--- src/rtl/seg_scan_ctrl.sv ---
// rtl/seg_scan_ctrl.sv - multiplexed 7-segment scan controller with guard blanking and double-buffered data
//
// Scans NDIG hex digits onto one shared hex-to-segment decoder. Every digit slot
// is a BLANK guard of GUARD cycles (all anodes off, decoder input settling)
// followed by a SHOW window of DWELL cycles (one anode low). Display data is
// double-buffered: load captures into staging, and staging moves to the shadow
// (displayed) register only at the frame boundary.
//
// Optional build macro: SEG_SCAN_LZB_EN enables leading-zero blanking.
//
// Ports:
//   clk        in   system clock, rising edge
//   rst        in   asynchronous active-high reset
//   load       in   one-cycle strobe, captures data_in into staging
//   data_in    in   [4*NDIG] digit nibbles, digit 0 in bits [3:0] (rightmost)
//   digit_en   in   [NDIG] per-digit enable, sampled on BLANK->SHOW
//   hex_out    out  [4] nibble to the hex-to-segment decoder
//   an         out  [NDIG] digit anodes, active-low
//   frame_done out  one-cycle pulse after the last digit's SHOW window
//   pending    out  staged data waiting for the frame boundary

module seg_scan_ctrl #(
  parameter int NDIG  = 4,
  parameter int CNT_W = 16,
  parameter int DWELL = 50000,
  parameter int GUARD = 500
) (
  input  logic                clk,
  input  logic                rst,
  input  logic                load,
  input  logic [4*NDIG-1:0]   data_in,
  input  logic [NDIG-1:0]     digit_en,
  output logic [3:0]          hex_out,
  output logic [NDIG-1:0]     an,
  output logic                frame_done,
  output logic                pending
);

  localparam int IDX_W = $clog2(NDIG);

  typedef enum logic {ST_BLANK = 1'b0, ST_SHOW = 1'b1} state_t;

  state_t              state_q, state_d;
  logic [CNT_W-1:0]    cnt_q, cnt_d;
  logic [IDX_W-1:0]    idx_q, idx_d;
  logic                en_q, en_d;
  logic [4*NDIG-1:0]   shadow_q, shadow_d;
  logic [4*NDIG-1:0]   staging_q, staging_d;
  logic                pending_q, pending_d;
  logic                frame_done_q, frame_done_d;
  logic [3:0]          hex_q, hex_d;
  logic [NDIG-1:0]     an_q, an_d;

  logic guard_end, dwell_end, boundary, lzb_blank;

  assign guard_end = (state_q == ST_BLANK) && (cnt_q == CNT_W'(GUARD - 1));
  assign dwell_end = (state_q == ST_SHOW)  && (cnt_q == CNT_W'(DWELL - 1));
  assign boundary  = dwell_end && (idx_q == IDX_W'(NDIG - 1));

`ifdef SEG_SCAN_LZB_EN
  // Blank digit idx when it and every more-significant nibble are zero; digit 0 always shows.
  always_comb begin
    lzb_blank = 1'b0;
    if (idx_q != '0) begin
      lzb_blank = 1'b1;
      for (int k = 0; k < NDIG; k++) begin
        if ((k >= int'(idx_q)) && (shadow_q[4*k +: 4] != 4'h0)) lzb_blank = 1'b0;
      end
    end
  end
`else
  assign lzb_blank = 1'b0;
`endif

  // State register (all state and registered outputs)
  always_ff @(posedge clk or posedge rst) begin
    if (rst) begin
      state_q      <= ST_BLANK;
      cnt_q        <= '0;
      idx_q        <= '0;
      en_q         <= 1'b0;
      shadow_q     <= '0;
      staging_q    <= '0;
      pending_q    <= 1'b0;
      frame_done_q <= 1'b0;
      hex_q        <= 4'h0;
      an_q         <= '1;
    end else begin
      state_q      <= state_d;
      cnt_q        <= cnt_d;
      idx_q        <= idx_d;
      en_q         <= en_d;
      shadow_q     <= shadow_d;
      staging_q    <= staging_d;
      pending_q    <= pending_d;
      frame_done_q <= frame_done_d;
      hex_q        <= hex_d;
      an_q         <= an_d;
    end
  end

  // Next-state logic: scan sequencing and the double buffer
  always_comb begin
    state_d   = state_q;
    cnt_d     = cnt_q + 1'b1;
    idx_d     = idx_q;
    en_d      = en_q;
    shadow_d  = shadow_q;
    staging_d = staging_q;
    pending_d = pending_q;

    case (state_q)
      ST_BLANK: begin
        if (guard_end) begin
          cnt_d   = '0;
          state_d = ST_SHOW;
          en_d    = digit_en[idx_q] & ~lzb_blank;
        end
      end
      default: begin
        if (dwell_end) begin
          cnt_d   = '0;
          state_d = ST_BLANK;
          idx_d   = (idx_q == IDX_W'(NDIG - 1)) ? '0 : idx_q + 1'b1;
        end
      end
    endcase

    if (load) staging_d = data_in;

    // A load landing on the boundary bypasses staging so it is not a frame late.
    if (boundary) begin
      if (load)           shadow_d = data_in;
      else if (pending_q) shadow_d = staging_q;
      pending_d = 1'b0;
    end else if (load) begin
      pending_d = 1'b1;
    end
  end

  // Output logic: computed from next state so the registered outputs align with the state
  always_comb begin
    frame_done_d = boundary;
    an_d         = '1;
    if ((state_d == ST_SHOW) && en_d) an_d[idx_d] = 1'b0;
    hex_d = hex_q;
    if (state_d == ST_BLANK) hex_d = shadow_d[4*idx_d +: 4];
  end

  assign hex_out    = hex_q;
  assign an         = an_q;
  assign frame_done = frame_done_q;
  assign pending    = pending_q;

endmodule

--- config.mk ---
export PLATFORM = sky130hd
export DESIGN_NAME = seg_scan_ctrl
export DESIGN_NICKNAME = d
export VERILOG_FILES = /design/src/rtl/seg_scan_ctrl.sv
export SDC_FILE = /design/constraint.sdc
export NUM_CORES = 1
export LEC_CHECK = 0
export CORE_MARGIN = 3
export CORE_UTILIZATION = 55
export DETAILED_ROUTE_END_ITERATION = 6
export PLACE_DENSITY = 0.78
export SETUP_SLACK_MARGIN = 0.3
export SLEW_MARGIN = 40
export SYNTH_ARGS = -nofsm -noshare
export SYNTH_HDL_FRONTEND = slang
export SYNTH_SLANG_ARGS = --single-unit
--- constraint.sdc ---
create_clock -name clk -period 3 [get_ports clk]
set_clock_uncertainty 0.1 [all_clocks]
set_input_delay 0.45 -clock clk [delete_from_list [all_inputs] [get_ports clk]]
set_output_delay 0.45 -clock clk [all_outputs]
set_load 0.1 [all_outputs]
==> key figures, run 1 <==
Synthesis
  • Post-synth EDFFs: 0
  • Synth Area in Simple Gates: 16.69%
  • Async SR Flop Fraction: 100.0%
  • Most common cell in the synthesized netlist: dfrtp_1
  • Post-synthesis average cell area: 11.26 µm²
  • Synth Area in XOR/XNOR: 3.934%
  • Adder-Cell Fraction of Synth Area: 0.8647%
  • Post-synth net total: 282
  • Netlist cell types: 47
  • Multiplexer share of the synthesized area: a little under 8%
  • Synth Instances: 257
  • Synth top area share: 50.15%
  • Yosys warning total: 0
  • Seq/Total Area, Yosys: 53.78%
  • Area of the mapped netlist: 2894 µm²
  • Largest family of logic cells by synthesized area: simple AND/OR/NAND/NOR gates
  • Compound-Gate Fraction of Synth Area: 13.45%
  • Area leader, netlist: dfrtp_1
  • Main flop type after synthesis: dfrtp_1
  • Area contributors post-synth: dfrtp_1 50%, mux2_2 5.1%, dfstp_2 3.6%
  • FF+latch count, synth: 62
  • Synth top cells by count: 58 x dfrtp_1, 27 x nor2_1, 21 x nand2_1, 13 x mux2_2

Clocking
  • Root Buffer: clkbuf_8
  • Clk Latency, worst-skew pair: 0.33 ns
  • Clk sinks: 62
  • Clock slew seen by the registers of the worst setup and hold paths: around 0.070 ns
  • Cts bufs inserted: 9
  • Hold_buf cts: 0
  • CTS tree: done
  • Post-CTS Setup Bufs: 0
  • Clock buffer depth: 2
  • H-tree depth: 3

Outcome
  • Status: completed

Layout
  • Layout overhead on the synthesized area: 18.68%
  • Fin area: 3435 µm²
  • Antenna Cells: 0
  • Fin util: 69.94%
  • Fin nets: 319
  • Fillers: roughly 380
  • Fraction of layout cells with a size suffix above 1: 20.40%

Critical path
  • WS Path Type: reg -> reg
  • Worst endpoint required time: between 3 and 4 ns
  • Worst reg-to-reg path cell count: 8
  • Worst setup EP type: register
  • CP startpoint: cnt_q[0]
  • Crit Path Max Fanout: 6
  • Worst Path Arrival: 2.67 ns
  • Worst r2r src: cnt_q[0]
  • Startpoint types: register

Die
  • DIE AREA: 6169 µm²
  • Rows: 25
  • Die height: 78.54 µm
  • Core area: roughly 4900 µm²
  • # IOs: 33
  • Initial Utilization: 58.93%
  • DIE WIDTH: 78.54 µm

Global routing
  • Gr ovfl total: 0
  • First-pass GRT wire length: 9867 µm
  • Total track usage: between 20% and 30%
  • Initial antenna violation count: 0
  • Vias in the first global route: 2053
  • Largest net degree at the start of global routing: 63

Worst hold path
  • Hold Path Origin: staging_q[5]
  • Hold Path Class: reg -> reg
  • Worst hold stages: 2

Placement
  • Final GP Congestion: 0.8150
  • IO Port Bufs: 32
  • DP HPWL: 4002 µm
  • Placed cell areas: between 3000 and 4000 µm²

STA
  • Worst-Margin Slew: 0.7670 ns
  • Tmin final: between 2 and 3 ns
  • Fin crit share: 83.55%
  • Setup tns final: 0 ns
  • Final Slew Violations: 0
  • Setup-failing EPs final: 0
  • Max_slew headroom: approximately half
  • Hold slack: approximately 0.38 ns
  • Final hold viol count: 0
  • Fmax achieved: 0.3989 GHz
  • RSZ-0062 raised after global routing: no

Drt
  • ANT nets after route: 0
  • Post-Route WL: 5903 µm
  • Via count: about 2100
  • Detailed Routing Iterations Pass 1: 4
  • WL per Instance: roughly 16 µm
  • DRT iter0 DRCs: 171
  • Via-to-Cell Ratio: 5.642
  • Drt drc: 0

Power
  • Internal power: 1.240 mW
  • Worst ir drop on vdd: roughly 0.30 mV
  • Combinational power share: 7.4%
  • Cell Pwr Density: 470.4 nW/µm²
  • Psw: between 300 and 400 µW
  • Power share of the sequential group: 54.1%
  • Clock Power Share: ~39%
  • Switch share: a little under a quarter
  • Static Leak: ~1.5 nW

Job
  • Max-cap violation count: 0
-- worst paths after layout --
path                                 to  slack [ns]
min reg2reg                staging_q[5]        0.38
min                        staging_q[5]        0.38
max in group asynchronous  staging_q[8]        1.74
max reg2reg                  hex_out[2]        0.49
min in group asynchronous  staging_q[4]        0.54
max                          hex_out[2]        0.49
-- stage by stage --
step           std cells  total power, mW  setup WS [ns]
6_report             366            1.616         0.4934
3_5_place_dp         350            1.011         0.2537
5_1_grt              366            1.685         0.3084
4_1_cts              366            1.632         0.3821
3_3_place_gp         350            1.008         0.3321
2_1_floorplan        257           0.9570         0.6244
-- power groups by stage --
| stage | clock network, mW | registers, mW | logic [mW] |
|---|---|---|---|
| 3_3_place_gp | 0 | 0.888 | 0.119 |
| 6_report | 0.621 | 0.874 | 0.120 |
| 2_1_floorplan | 0 | 0.901 | 0.0563 |
| 4_1_cts | 0.636 | 0.874 | 0.122 |
| 3_5_place_dp | 0 | 0.889 | 0.122 |
| 5_1_grt | 0.677 | 0.876 | 0.131 |
-- state kept, by name, indices dropped and copies added, names as in the netlist, 2 cells and up --
name and cells:
hex_out 4, idx_q 2, shadow_q 16, an 4
cnt_q 16, staging_q 16
-- cell families (layout without fill, tap and decap cells) --
logic type | Yosys count | in the layout
XOR/XNOR | 13 | 13
adder cells (fa/ha/maj) | 2 | 2
buffers and inverters | 22 | 64
flip-flops | 62 | 62
multiplexers | 19 | 19
AND/OR/NAND/NOR | 90 | 90
AO/OA/AOI/OAI | 49 | 49
-- per-layer routing --
layer  part of all wire, %  GRT usage, %
met1                    47         27.22
met2                    47         33.11
met3                   5.3         5.734
met4                  0.86         8.392
met5                     0             0
-- final cells by class --
| cell class | count | area, µm² | area share, % |
|---|---|---|---|
| clock buffers | 12 | 145.1 | 4.226 |
| clock inverters | 4 | 22.52 | 0.6557 |
| inverters | 11 | 41.29 | 1.202 |
| multi-input cells | 173 | 1252 | 36.47 |
| flip-flops and latches | 62 | 1556 | 45.32 |
| well taps | 67 | 83.83 | 2.441 |
| repair buffers | 37 | 332.8 | 9.690 |
-- critical path: stages, from the launching register on --
cell and delay [ns]:
dfrtp_1 0.40, ha_1 0.24, and4_1 0.24, and4_2 0.37
mux2i_4 0.32, inv_1 0.15, nor2_2 0.26, a22oi_1 0.16
a31oi_1 0.18
-- what timing repair did --
item | CTS | global route
resized for setup | 1 | 2
pin swaps | 0 | 0
endpoints found under the setup margin | 1 | 3
-- cells in the final DEF, fill, tap and decap left out, drive strengths merged, types with 2 or more instances in the layout --
master	count
xnor2	10
inv	11
nand3	5
nor4	2
nor3	10
xor2	3
a221o	7
mux2i	5
clkdlybuf4s50	22
o21ai	3
ha	2
a22oi	4
nor2b	4
nand4	8
buf	15
clkbuf	12
o32a	6
and2	2
o31ai	6
mux2	13
a221oi	2
or3	2
nand2	22
clkinv	3
a21o	2
a2bb2oi	2
a21oi	12
and4	3
nor2	28
dfstp	4
dfrtp	58
Power figures use the tool's default switching activity.
==> inputs of run 2 (changes only) <==
==> constraint.sdc (replaced) <==
create_clock -name clk -period 2.61 [get_ports clk]
set_clock_uncertainty 0.1 [all_clocks]
set_input_delay 0.3915 -clock clk [delete_from_list [all_inputs] [get_ports clk]]
set_output_delay 0.3915 -clock clk [all_outputs]
set_load 0.1 [all_outputs]
==> run 2 against run 1 <==
Compared with the run above:
- routed wire length up 7.9%
- clock power grew 63%
- first-iteration DRC count rose by 7.6%
- critical endpoint is now hex_out[1]
- utilization up 4.9 points
- count of clock-buffer cells in the layout unchanged
- global-route usage grew 1.0 points
- critical path type unchanged
- sequential power grew 14%
- setup slack worse by 0.14 ns
- critical path depth shrank 1
- sequential share of layout area is 2.8 points lower
- non-clock buffer count grew 12
==> key figures, run 2 (synthesis gave the netlist of run 1 again) <==
Drt
  • ANT nets after route: 0 (unchanged)
  • Post-Route WL: 6371 µm (was 5903 µm)
  • Via-to-Cell Ratio: 5.772 (was 5.642)
  • DRT iter0 DRCs: 184 (was 171)
  • Detailed Routing Iterations Pass 1: 4 (unchanged)
  • Drt drc: 0 (unchanged)
  • WL per Instance: 16.85 µm (was 16.13 µm)
  • Via count: 2182 (was 2065)

Critical path
  • Crit Path Max Fanout: 14 (was 6)
  • Worst endpoint required time: 2.71 ns (was 3.16 ns)
  • Crit path largest cell delay: 0.42 ns (was 0.40 ns)
  • WS Path Type: reg -> reg (unchanged)
  • Crit-path leading delay family: simple AND/OR/NAND/NOR gates (unchanged)
  • Slowest cell on crit path: o32a_1 (was dfrtp_1)
  • WP buf/inv: 0 (was 1)
  • Worst setup EP type: register (unchanged)
  • Startpoint types: register (unchanged)
  • Worst Path Arrival: 2.35 ns (was 2.67 ns)
  • CP cell instances: ha_2 -> and4_1 -> and4_4 -> nand2_4 -> o32a_1 -> mux2i_1 -> o311ai_1 (was ha_1 -> and4_1 -> and4_2 -> mux2i_4 -> inv_1 -> nor2_2 -> a22oi_1 -> a31oi_1)

Layout
  • Layout overhead on the synthesized area: 26.93% (was 18.68%)
  • Most frequent cells in the layout: 55 x dfrtp_1, 24 x buf_4, 23 x nor2_1 (was 58 x dfrtp_1, 25 x nor2_1, 22 x clkdlybuf4s50_1)
  • Fin area: 3674 µm² (was 3435 µm²)
  • Non-Filler Instances: 378 (was 366)
  • Fraction of layout cells with a size suffix above 1: 27.01% (was 20.40%)
  • Fin nets: 331 (was 319)
  • Antenna Cells: 0 (unchanged)
  • Leading registers by flop count: cnt_q: 16 flops, shadow_q: 16 flops, staging_q: 16 flops (unchanged)
  • Most common library cell in the layout ignoring fill and taps: dfrtp_1 (unchanged)

Global routing
  • GR Util met3: 4.817% (was 5.734%)
  • Grt met2 use: 34.89% (was 33.11%)
  • First-pass GRT wire length: 10500 µm (was 9867 µm)
  • Grt met1 use: 28.94% (was 27.22%)
  • Vias in the first global route: 2207 (was 2053)
  • Initial antenna violation count: 0 (unchanged)
  • Gr ovfl total: 0 (unchanged)
  • Total track usage: 21.94% (was 20.89%)
  • Largest net degree at the start of global routing: 34 (was 63)
  • GR peak layer: met2 (unchanged)

STA
  • Worst-Margin Slew: 0.6295 ns (was 0.7670 ns)
  • Worst setup margin: 0.3556 ns (was 0.4934 ns)
  • Fmax achieved: 0.4436 GHz (was 0.3989 GHz)
  • RSZ-0062 raised after global routing: yes (was no)
  • Tmin final: 2.254 ns (was 2.507 ns)
  • Final Slew Violations: 0 (unchanged)
  • Setup-failing EPs final: 0 (unchanged)
  • Hold slack: 0.3558 ns (was 0.3813 ns)
  • Final hold viol count: 0 (unchanged)
  • Max_slew headroom: 57.97% (was 48.87%)
  • Setup tns final: 0 ns (unchanged)
  • Fin crit share: 86.38% (was 83.55%)

Clocking
  • Clock buffer depth: 2 (unchanged)
  • Root Buffer: clkbuf_8 (unchanged)
  • Clock slew seen by the registers of the worst setup and hold paths: 0.07 ns (about the same)
  • Cts bufs inserted: 9 (unchanged)
  • Clk sinks: 62 (unchanged)
  • Clk Latency, worst-skew pair: 0.34 ns (was 0.33 ns)
  • H-tree depth: 3 (unchanged)
  • CTS tree: done (unchanged)

Die
  • DIE WIDTH: 78.54 µm (unchanged)
  • DIE AREA: 6169 µm² (unchanged)
  • Core area: 4911 µm² (unchanged)
  • # IOs: 33 (unchanged)
  • Die height: 78.54 µm (unchanged)
  • Rows: 25 (unchanged)
  • Initial Utilization: 58.93% (unchanged)

Placement
  • Pre-CTS setup slack: 0.1548 ns (was 0.2537 ns)
  • Placed cell areas: 3316 µm² (was 3254 µm²)
  • Post-placement cell count: 355 (was 350)
  • DP HPWL: 4275 µm (was 4002 µm)
  • IO Port Bufs: 32 (unchanged)
  • Final GP Congestion: 0.8708 (was 0.8150)

Worst hold path
  • Hold Path Class: in -> async (was reg -> reg)

Power
  • Cell Pwr Density: 587.2 nW/µm² (was 470.4 nW/µm²)
  • Static Leak: 1.643 nW (was 1.544 nW)
  • Worst ir drop on vdd: 0.3590 mV (was 0.2973 mV)

Outcome
  • Status: completed (unchanged)

Job
  • Max-cap violation count: 0 (unchanged)
[run 2: changes by cell type in the layout (fill, tap and decap cells not counted), moves of 3 or more]
cell,delta
dfrtp_2,+3
buf_4,+9
dfrtp_1,-3
bufinv_16,+3
[run 2: final timing paths]
path                         startpoint            to  slack (ns)  cells after the start
max in group asynchronous           rst      cnt_q[5]        1.45                      3
min reg2reg                staging_q[5]  staging_q[5]        0.39                      2
max reg2reg                    cnt_q[0]    hex_out[1]        0.36                      7
max                            cnt_q[0]    hex_out[1]        0.36                      7
min in group clk           staging_q[5]  staging_q[5]        0.39                      2
min                                 rst  shadow_q[15]        0.36                      2
[run 2: report_power, final]
part | leakage (nW) | switching [mW] | internal [mW]
clock network | 0.121 | 0.349 | 0.660
registers | 0.777 | 0.0113 | 0.994
logic | 0.745 | 0.0735 | 0.0693
total | 1.64 | 0.434 | 1.72
[run 2: metrics by stage]
stage / utilization (%) / total power, mW
finish: 74.80 / 2.157
global placement: 67.52 / 1.161
floorplan: - / 1.100
CTS: 72.82 / 2.169
global route: 74.80 / 2.229
detailed placement: 67.52 / 1.165
[run 2: repair_timing]
item | in CTS | in global routing
setup endpoints to repair | 4 | 8
setup buffers | 0 | 7
hold buffers | 0 | 0
pin swaps | 0 | 6
resized for setup | 6 | 13
[run 2: final cells by class]
cell class | count | area (µm²)
Sequential cell | 62 | 1560
Multi-Input combinational cell | 173 | 1292
Fill cell | 346 | 1237
Timing Repair Buffer | 49 | 451.7
Clock buffer | 12 | 145.1
Clock inverter | 4 | 95.09
Tap cell | 67 | 83.83
Inverter | 11 | 45.04
[run 2: layer usage]
metal | vias up | routed length, µm
met5 | - | 0
met3 | 15 | 287
met1 | 1076 | 2904
li1 | 1038 | -
met4 | 0 | 121
met2 | 53 | 3057
[run 2: worst register-to-register path, cell delays in order (launching register included)]
cell      delay (ns)
dfrtp_1         0.39
ha_2            0.22
and4_1          0.23
and4_4          0.30
nand2_4         0.14
o32a_1          0.42
mux2i_1         0.20
o311ai_1        0.11
==> inputs of run 3 (changes only) <==
--- a/config.mk
+++ b/config.mk
@@ -8,7 +8,7 @@
 export CORE_MARGIN = 3
 export CORE_UTILIZATION = 55
 export DETAILED_ROUTE_END_ITERATION = 6
-export PLACE_DENSITY = 0.78
+export PLACE_DENSITY_LB_ADDON = 0.25
 export SETUP_SLACK_MARGIN = 0.3
 export SLEW_MARGIN = 40
 export SYNTH_ARGS = -nofsm -noshare
==> run 3 against run 2 <==
Compared with the run above:
- final cell count stayed put
- largest cell class unchanged
- sequential power hardly changed
- utilization is 1.4 points higher
- clock power hardly changed
- critical path type unchanged
- non-clock buffer count stayed put
- global-route usage is 0.74 points higher
==> key figures, run 3 (synthesis gave the netlist of run 1 again) <==
Critical path
  • R2r setup slk: 0.27 ns (was 0.36 ns)
  • Crit Path Max Fanout: 5 (was 14)
  • Worst setup EP type: register (unchanged)
  • Reg2reg end: hex_out[0] (was hex_out[1])
  • Worst Path Arrival: 2.51 ns (was 2.35 ns)
  • Worst r2r src: cnt_q[5] (was cnt_q[0])
  • Worst reg-to-reg path cell count: 7 (unchanged)
  • Startpoint types: register (unchanged)
  • Worst endpoint required time: 2.77 ns (was 2.71 ns)
  • WS Path Type: reg -> reg (unchanged)

STA
  • Final hold viol count: 0 (unchanged)
  • Worst-Margin Slew: 0.5236 ns (was 0.6295 ns)
  • Final Slew Violations: 0 (unchanged)
  • RSZ-0062 raised after global routing: yes (unchanged)
  • Fin crit share: 89.71% (was 86.38%)
  • Worst setup margin: 0.2686 ns (was 0.3556 ns)
  • Tmin final: 2.341 ns (was 2.254 ns)
  • Setup tns final: 0 ns (unchanged)
  • Hold slack: 0.3132 ns (was 0.3558 ns)
  • Max_slew headroom: 65.04% (was 57.97%)
  • Fmax achieved: 0.4271 GHz (was 0.4436 GHz)
  • Setup-failing EPs final: 0 (unchanged)

Drt
  • Via count: 2249 (was 2182)
  • WL per Instance: 18.07 µm (was 16.85 µm)
  • DRT iter0 DRCs: 183 (was 184)
  • Post-Route WL: 6829 µm (was 6371 µm)
  • ANT nets after route: 0 (unchanged)
  • Via-to-Cell Ratio: 5.950 (was 5.772)
  • Drt drc: 0 (unchanged)
  • Detailed Routing Iterations Pass 1: 5 (was 4)

Placement
  • Pre-CTS setup slack: 0.1083 ns (was 0.1548 ns)
  • Final GP Congestion: 0.9024 (was 0.8708)
  • Post-placement cell count: 354 (was 355)
  • DP HPWL: 4220 µm (was 4275 µm)
  • IO Port Bufs: 32 (unchanged)

Layout
  • Fin util: 76.23% (was 74.80%)
  • Most frequent cells in the layout: 55 x dfrtp_1, 24 x nor2_1, 24 x buf_4 (was 55 x dfrtp_1, 24 x buf_4, 23 x nor2_1)
  • Fraction of layout cells with a size suffix above 1: 29.58% (was 27.01%)
  • Leading registers by flop count: cnt_q: 16 flops, shadow_q: 16 flops, staging_q: 16 flops (unchanged)
  • Antenna Cells: 0 (unchanged)
  • Fin nets: 331 (unchanged)
  • Fillers: 314 (was 346)
  • Most common library cell in the layout ignoring fill and taps: dfrtp_1 (unchanged)
  • Area of the multi-input gates: 1354 µm² (was 1292 µm²)
  • Reg area: 1560 µm² (unchanged)
  • Layout overhead on the synthesized area: 29.36% (was 26.93%)
  • Non-Filler Instances: 378 (unchanged)

Global routing
  • First-pass GRT wire length: 10480 µm (was 10500 µm)
  • Total track usage: 22.68% (was 21.94%)
  • Largest net degree at the start of global routing: 40 (was 34)
  • Gr ovfl total: 0 (unchanged)
  • Vias in the first global route: 2057 (was 2207)
  • Initial antenna violation count: 0 (unchanged)

Clocking
  • Clk sinks: 62 (unchanged)
  • Clock slew seen by the registers of the worst setup and hold paths: 0.07 ns (about the same)
  • CTS tree: done (unchanged)
  • Root Buffer: clkbuf_8 (unchanged)
  • H-tree depth: 3 (unchanged)
  • Clk Latency, worst-skew pair: 0.35 ns (was 0.34 ns)
  • Hold_buf cts: 0 (unchanged)
  • Clock buffer depth: 2 (unchanged)
  • Cts bufs inserted: 9 (unchanged)

Power
  • Cell Pwr Density: 582.7 nW/µm² (was 587.2 nW/µm²)
  • Static Leak: 1.611 nW (was 1.643 nW)
  • Worst ir drop on vdd: 0.4695 mV (was 0.3590 mV)

Die
  • DIE AREA: 6169 µm² (unchanged)
  • Initial Utilization: 58.93% (unchanged)
  • Die height: 78.54 µm (unchanged)
  • DIE WIDTH: 78.54 µm (unchanged)
  • Core area: 4911 µm² (unchanged)
  • Rows: 25 (unchanged)
  • # IOs: 33 (unchanged)

Worst hold path
  • Hold Path Class: in -> async (unchanged)

Outcome
  • Status: completed (unchanged)

Job
  • Max-cap violation count: 0 (unchanged)
run 3: final cells by class:
type | count | share of cell area (%)
sequential | 62 | 41.68
multi-input combinational | 173 | 36.16
timing repair buffer | 49 | 12.07
clock buffer | 10 | 3.676
clock inverter | 6 | 2.908
tap | 67 | 2.239
inverter | 11 | 1.270
run 3: worst max-delay path by stage:
stage | startpoint | end | slack (ns) | depth (start not counted)
2_1_floorplan | cnt_q[0] | hex_out[2] | 0.34 | 9
3_3_place_gp | cnt_q[0] | hex_out[2] | 0.20 | 8
3_5_place_dp | cnt_q[0] | hex_out[2] | 0.11 | 8
4_1_cts | cnt_q[0] | hex_out[2] | 0.29 | 8
5_1_grt | cnt_q[5] | hex_out[2] | 0.20 | 7
6_report | cnt_q[5] | hex_out[0] | 0.27 | 7
run 3: repair_timing:
| action | 4_1_cts | 5_1_grt |
|---|---|---|
| pin swaps | 0 | 18 |
| setup buffers | 0 | 8 |
| gates resized for setup | 7 | 24 |
| setup endpoints to repair | 5 | 8 |
run 3: critical path: stages (launching register included):
cell and delay (ns):
dfrtp_2 0.45, nor4bb_4 0.38, and4_4 0.36, mux2i_4 0.43, inv_4 0.11, nor2_4 0.16, a22oi_1 0.11, a21oi_1 0.16
run 3: layer usage:
metal	global-route usage, %	share of wire [%]
met2	29.71	45
met4	8.916	1.6
met3	8.830	6.8
met5	0	0
met1	33.49	47
run 3: power breakdown:
part | switching, mW | total (mW) | leakage (nW) | internal [mW]
clock | 0.373 | 1.03 | 0.126 | 0.658
sequential | 0.0119 | 1.01 | 0.777 | 0.993
combinational | 0.0760 | 0.145 | 0.707 | 0.0694
run 3: through the flow:
stage                     total power [mW]  instance area (µm²)
after detailed placement             1.166                 3308
after global routing                 2.277                 3744
after floorplan                      1.100                 2895
after CTS                            2.196                 3581
final                                2.181                 3744
after global placement               1.163                 3308
